[src/rtl/ftdi_tx_pkg.sv]
// Shared types and constants for the FTDI transmit scheduler.
// Header bytes carry a fixed sync nibble so the host can find frame boundaries.
package ftdi_tx_pkg;

    typedef enum logic [1:0] {
        IDLE    = 2'd0,
        HEADER  = 2'd1,
        PAYLOAD = 2'd2,
        PAD     = 2'd3
    } state_t;

    localparam logic [3:0] HEADER_SYNC = 4'hA;
    localparam logic [7:0] PAD_BYTE    = 8'h00;

    function automatic logic [7:0] header_byte(input logic [3:0] src);
        return {HEADER_SYNC, src};
    endfunction

endpackage

[src/rtl/ftdi_tx_scheduler_rr_arbiter.sv]
// Combinational round-robin arbiter: picks the first requester strictly after
// last_grant, wrapping; last_grant itself is the lowest priority.
module rr_arbiter #(
    parameter int N = 4,
    parameter int W = (N > 1) ? $clog2(N) : 1
) (
    input  logic [N-1:0] req,
    input  logic [W-1:0] last_grant,
    output logic [W-1:0] grant,
    output logic         any_req
);

    int           idx_int;
    logic [W-1:0] idx;

    always_comb begin
        grant   = '0;
        any_req = |req;
        idx_int = 0;
        idx     = '0;
        // Walk from the farthest offset down so the nearest requester wins last.
        for (int off = N; off >= 1; off--) begin
            idx_int = int'(last_grant) + off;
            if (idx_int >= N) begin
                idx_int = idx_int - N;
            end
            idx = W'(idx_int);
            if (req[idx]) begin
                grant = idx;
            end
        end
    end

endmodule

[src/rtl/ftdi_tx_scheduler.sv]
// Round-robin frame scheduler sharing one byte stream between several sources;
// each frame is a header byte plus FRAME_LEN payload bytes, padded on starvation.
module ftdi_tx_scheduler
    import ftdi_tx_pkg::*;
#(
    parameter int NUM_SOURCES = 4,
    parameter int FRAME_LEN   = 32,
    parameter int TIMEOUT     = 1024
) (
    input  logic                     sys_clk,
    input  logic                     sys_rst_n,
    input  logic [8*NUM_SOURCES-1:0] s_axis_tdata,
    input  logic [NUM_SOURCES-1:0]   s_axis_tvalid,
    output logic [NUM_SOURCES-1:0]   s_axis_tready,
    output logic [7:0]               m_axis_tdata,
    output logic                     m_axis_tvalid,
    input  logic                     m_axis_tready,
    input  logic [NUM_SOURCES-1:0]   src_enable,
    input  logic                     pad_clear,
    output logic                     busy,
    output logic [3:0]               active_src,
    output logic                     pad_flag,
    output logic [15:0]              frame_count
);

    localparam int SW = (NUM_SOURCES > 1) ? $clog2(NUM_SOURCES) : 1;
    localparam int IW = (TIMEOUT > 1) ? $clog2(TIMEOUT) : 1;
    localparam logic [7:0]    LAST_BYTE  = 8'(FRAME_LEN - 1);
    localparam logic [IW-1:0] IDLE_LIMIT = IW'(TIMEOUT - 1);

    state_t          state_reg, state_next;
    logic [SW-1:0]   grant_reg, grant_next;
    logic [SW-1:0]   last_grant_reg, last_grant_next;
    logic [7:0]      byte_cnt_reg, byte_cnt_next;
    logic [IW-1:0]   idle_cnt_reg, idle_cnt_next;
    logic [15:0]     frame_count_reg, frame_count_next;
    logic            pad_flag_reg, pad_flag_next;

    logic [NUM_SOURCES-1:0] req;
    logic [SW-1:0]          arb_grant;
    logic                   arb_any;
    logic [7:0]             src_data [NUM_SOURCES];
    logic                   grant_valid;

    genvar gi;
    generate
        for (gi = 0; gi < NUM_SOURCES; gi++) begin : g_src
            assign src_data[gi]      = s_axis_tdata[8*gi +: 8];
            assign s_axis_tready[gi] = (state_reg == PAYLOAD) && (grant_reg == SW'(gi)) && m_axis_tready;
        end
    endgenerate

    assign req         = s_axis_tvalid & src_enable;
    assign grant_valid = s_axis_tvalid[grant_reg];

    rr_arbiter #(
        .N(NUM_SOURCES),
        .W(SW)
    ) u_arb (
        .req       (req),
        .last_grant(last_grant_reg),
        .grant     (arb_grant),
        .any_req   (arb_any)
    );

    always_ff @(posedge sys_clk) begin
        if (!sys_rst_n) begin
            state_reg       <= IDLE;
            grant_reg       <= '0;
            last_grant_reg  <= SW'(NUM_SOURCES - 1);
            byte_cnt_reg    <= '0;
            idle_cnt_reg    <= '0;
            frame_count_reg <= '0;
            pad_flag_reg    <= 1'b0;
        end else begin
            state_reg       <= state_next;
            grant_reg       <= grant_next;
            last_grant_reg  <= last_grant_next;
            byte_cnt_reg    <= byte_cnt_next;
            idle_cnt_reg    <= idle_cnt_next;
            frame_count_reg <= frame_count_next;
            pad_flag_reg    <= pad_flag_next;
        end
    end

    always_comb begin
        state_next       = state_reg;
        grant_next       = grant_reg;
        last_grant_next  = last_grant_reg;
        byte_cnt_next    = byte_cnt_reg;
        idle_cnt_next    = idle_cnt_reg;
        frame_count_next = frame_count_reg;
        m_axis_tvalid    = 1'b0;
        m_axis_tdata     = 8'h00;

        case (state_reg)
            IDLE: begin
                if (arb_any) begin
                    grant_next      = arb_grant;
                    last_grant_next = arb_grant;
                    state_next      = HEADER;
                end
            end
            HEADER: begin
                m_axis_tvalid = 1'b1;
                m_axis_tdata  = header_byte(4'(grant_reg));
                if (m_axis_tready) begin
                    byte_cnt_next = '0;
                    idle_cnt_next = '0;
                    state_next    = PAYLOAD;
                end
            end
            PAYLOAD: begin
                m_axis_tvalid = grant_valid;
                m_axis_tdata  = src_data[grant_reg];
                if (grant_valid && m_axis_tready) begin
                    byte_cnt_next = byte_cnt_reg + 8'd1;
                    idle_cnt_next = '0;
                    if (byte_cnt_reg == LAST_BYTE) begin
                        frame_count_next = frame_count_reg + 16'd1;
                        state_next       = IDLE;
                    end
                end else if (!grant_valid) begin
                    // Timeout only fires while valid is low, so no beat is retracted.
                    if (idle_cnt_reg == IDLE_LIMIT) begin
                        state_next = PAD;
                    end else begin
                        idle_cnt_next = idle_cnt_reg + IW'(1);
                    end
                end
            end
            PAD: begin
                m_axis_tvalid = 1'b1;
                m_axis_tdata  = PAD_BYTE;
                if (m_axis_tready) begin
                    byte_cnt_next = byte_cnt_reg + 8'd1;
                    if (byte_cnt_reg == LAST_BYTE) begin
                        frame_count_next = frame_count_reg + 16'd1;
                        state_next       = IDLE;
                    end
                end
            end
            default: begin
                state_next = IDLE;
            end
        endcase
    end

    // A pad event in the same cycle as pad_clear leaves the flag set.
    assign pad_flag_next = (state_reg == PAD) | (pad_flag_reg & ~pad_clear);

    assign busy        = (state_reg != IDLE);
    assign active_src  = busy ? 4'(grant_reg) : 4'd0;
    assign pad_flag    = pad_flag_reg;
    assign frame_count = frame_count_reg;

endmodule

[config.mk]
export PLATFORM = sky130hd
export DESIGN_NAME = ftdi_tx_scheduler
export DESIGN_NICKNAME = d
export VERILOG_FILES = /design/src/rtl/ftdi_tx_pkg.sv /design/src/rtl/ftdi_tx_scheduler_rr_arbiter.sv /design/src/rtl/ftdi_tx_scheduler.sv
export SDC_FILE = /design/constraint.sdc
export NUM_CORES = 1
export LEC_CHECK = 0
export BUFFER_PORTS_ARGS = -buffer_cell sky130_fd_sc_hd__buf_4
export CAP_MARGIN = 25
export CORE_ASPECT_RATIO = 1.75
export CORE_UTILIZATION = 29
export CTS_CLUSTER_DIAMETER = 120
export DETAILED_ROUTE_END_ITERATION = 16
export GPL_TIMING_DRIVEN = 1
export SKIP_CTS_REPAIR_TIMING = 1
export SLEW_MARGIN = 40
export SYNTH_ARGS = -nofsm -noshare
export SYNTH_HDL_FRONTEND = slang
export SYNTH_HIERARCHICAL = 1
export SYNTH_SLANG_ARGS = --single-unit
[constraint.sdc]
create_clock -name sys_clk -period 2.6 [get_ports sys_clk]
set_input_delay 0.26 -clock sys_clk [delete_from_list [all_inputs] [get_ports sys_clk]]
set_output_delay 0.26 -clock sys_clk [all_outputs]
set_load 0.03 [all_outputs]
==> flow_summary.toml <==
[status]
status = "finished clean"

[clock_tree]
cts_sinks = 41
clk_pin_slew_ps = 60
htreeDepth = 2
cts.path.max_buffers = 2
cts_root_buffer = "clkbuf_16"
cts_tree = "done"
cts_buffers = 5
clock_latency_ps = 280

[setup_path]
critPathArrivalTime_ps = 2390
reg2reg_depth = 7
r2r_start = "state_reg[0]$_SDFFE_PN0P_"
startpoint_type = "flip-flop"
cp-end-kind = "flip-flop"
rr_endpoint = "idle_cnt_reg[3]$_SDFFE_PN0P_"
r2r_slack_ps = 420
critPathKind = "flip-flop to flip-flop"
required_ps = 2810
cp_max_fo = 6

[timing]
hold_viol = 0
max_freq_mhz = 458
clock_skew_ps = 3.77
rsz0062_at_grt = "no"
period_needed_ps = 2180
fin_crit_sh = 0.840
maxSlewViolCount = 0
setup_tns_ps = 0
setup_viol = 0

[synth]
async_reset_ff_frac = 0
netlist_instances = 320
synth_area_um2 = 2730
yosys-top-cells-area = "dfxtp_1, mux4_2, nand2_1"
ys_seq_area_frac = 0.300
ys.warnings.count = 6
synth_ff_type = "dfxtp_1"
syn_avg_cell_area_um2 = 8.54
synth_edf_count = 0
yosysTopAreaCell = "dfxtp_1"
synth-seq-cells = 41
synth.top_cell.area_share = 0.300
ys_types = 65

[global_route]
grt_pass1_vias = 2557
grt_first_pass_wirelength_mm = 11.3
overflow = 0
grtUsageTotal = 0.148
antenna_found_initial = 0
grt_start_max_net_pins = 31

[cells_and_area]
nNetsFinal = 446
n_antenna_cell = 0
largest_reg_flops = 16
final_cell_area_um2 = 3590
drive_gt1_frac = 0.287
area_delta_synth_final_pct = 31.3

[place]
placed_area_um2 = 3430
detailed_place_hpwl_mm = 5.47
numPortBuffers = 76
place_congestion = 0.835

[worst_hold_path]
hold_depth = 4
hp-class = "input port to flip-flop"
hold_path_end = "pad_flag$_SDFF_PN0_"
hp-start = "pad_clear"

[die]
num_rows = 46
die_area_um2 = 9830
io_pins = 79
die_x_um = 75.4
dieHeight_um = 130
design.core.area_um2 = 9090
initial_core_util = 0.300

[detailed_routing]
postRouteAntennaNets = 0
drt_pre_antenna_iters = 4
avgViaCountPerCell = 5.14
drc = 0
wl_mm = 6.96
via_count = 2644
wl_per_cell_um = 13.5
drtIter0Drc = 168

[power]
p_leak_nw = 1.43
power_density_nw_per_um2 = 630
vdd_drop_max_mv = 0.298
totalPowerFinal_mw = 2.26

[job]
cap_violations = 0
## per-stage QoR
step | setup WS [ps] | hold WS [ps] | std cells | utilization
after floorplan | 551 | 443 | 321 | -
after global placement | 425 | 460 | 507 | 0.377
after detailed placement | 413 | 478 | 507 | 0.377
after CTS | 405 | 300 | 514 | 0.395
after global routing | 218 | 363 | 514 | 0.395
final | 416 | 309 | 514 | 0.395
## critical path, stage by stage, from the launching register on
cell and delay, ps:
dfxtp_1 400, inv_1 120, ha_1 370, inv_1 130, or4_4 590, nor3b_1 250
o21ai_0 110, a31oi_1 150
## metal layers
metal / wire length, µm / share of wire / GRT usage / vias to the layer above
li1: - / - / - / 1335
met1: 2640 / 0.38 / 0.149 / 1243
met2: 3910 / 0.56 / 0.284 / 53
met3: 208 / 0.030 / 0.0276 / 13
met4: 195 / 0.028 / 0.0664 / 0
met5: 0 / 0 / 0 / -
## Yosys cell counts (all sizes together), types with 2 or more instances
master,number
a21o,2
a21oi,19
a22oi,2
a311oi,3
a31oi,7
and2,5
and3,6
and4,3
buf,11
clkbuf,10
dfxtp,41
ha,8
inv,14
mux2,2
mux2i,5
mux4,9
nand2,30
nand2b,11
nand3,17
nand4,6
nor2,30
nor2b,3
nor3,6
nor3b,2
nor4,5
o211ai,3
o21ai,7
o21bai,4
o311ai,7
o31ai,5
o41ai,6
or2,2
or4,3
xnor2,6
xor2,3
## worst max-delay path by stage
| stage | from | end | slack [ps] | cells after the start |
|---|---|---|---|---|
| after CTS | grant_reg[1]$_SDFFE_PN0P_ | byte_cnt_reg[1]$_SDFFE_PN0P_ | 400 | 5 |
| after global placement | grant_reg[1]$_SDFFE_PN0P_ | byte_cnt_reg[1]$_SDFFE_PN0P_ | 430 | 5 |
| final | state_reg[0]$_SDFFE_PN0P_ | idle_cnt_reg[3]$_SDFFE_PN0P_ | 420 | 7 |
| after global routing | state_reg[0]$_SDFFE_PN0P_ | idle_cnt_reg[3]$_SDFFE_PN0P_ | 220 | 7 |
| after detailed placement | grant_reg[1]$_SDFFE_PN0P_ | byte_cnt_reg[1]$_SDFFE_PN0P_ | 410 | 5 |
| after floorplan | state_reg[0]$_SDFFE_PN0P_ | byte_cnt_reg[7]$_SDFFE_PN0P_ | 550 | 8 |
## logic make-up after synthesis
kind of cell | synth area share
flip-flops | 0.300
XOR/XNOR | 0.0288
multiplexers | 0.106
other | 0.00137
AO/OA/AOI/OAI | 0.204
adder cells (fa/ha/maj) | 0.0366
AND/OR/NAND/NOR | 0.261
buffers and inverters | 0.0614
## cell type report
cell class / instances / area [µm²]
fill: 970 / 5510
clock inverter: 2 / 35.0
clock buffer: 5 / 125
tap: 120 / 150
multi-input combinational: 244 / 1750
timing repair buffer: 87 / 653
inverter: 15 / 56.3
sequential: 41 / 821
## where the power goes
group	switching (mW)	leakage, nW	total, mW	internal, mW
Combinational	0.503	1.01	0.858	0.355
Clock	0.236	0.0797	0.682	0.445
Sequential	0.0544	0.332	0.723	0.669
## cells in the final DEF, fill, tap and decap left out, types with 6 or more instances in the layout
master | synthesis | routed
a31oi_1 | 7 | 7
dfxtp_1 | 41 | 41
nor2_1 | 29 | 29
buf_4 | 4 | 87
a21oi_1 | 17 | 17
nand2_1 | 30 | 30
xnor2_1 | 6 | 6
o41ai_1 | 6 | 6
nand2b_1 | 11 | 11
ha_1 | 8 | 8
inv_1 | 14 | 14
nand3_1 | 17 | 17
nand4_1 | 6 | 6
o21ai_0 | 7 | 7
and3_1 | 6 | 6
Power figures use the tool's default switching activity.
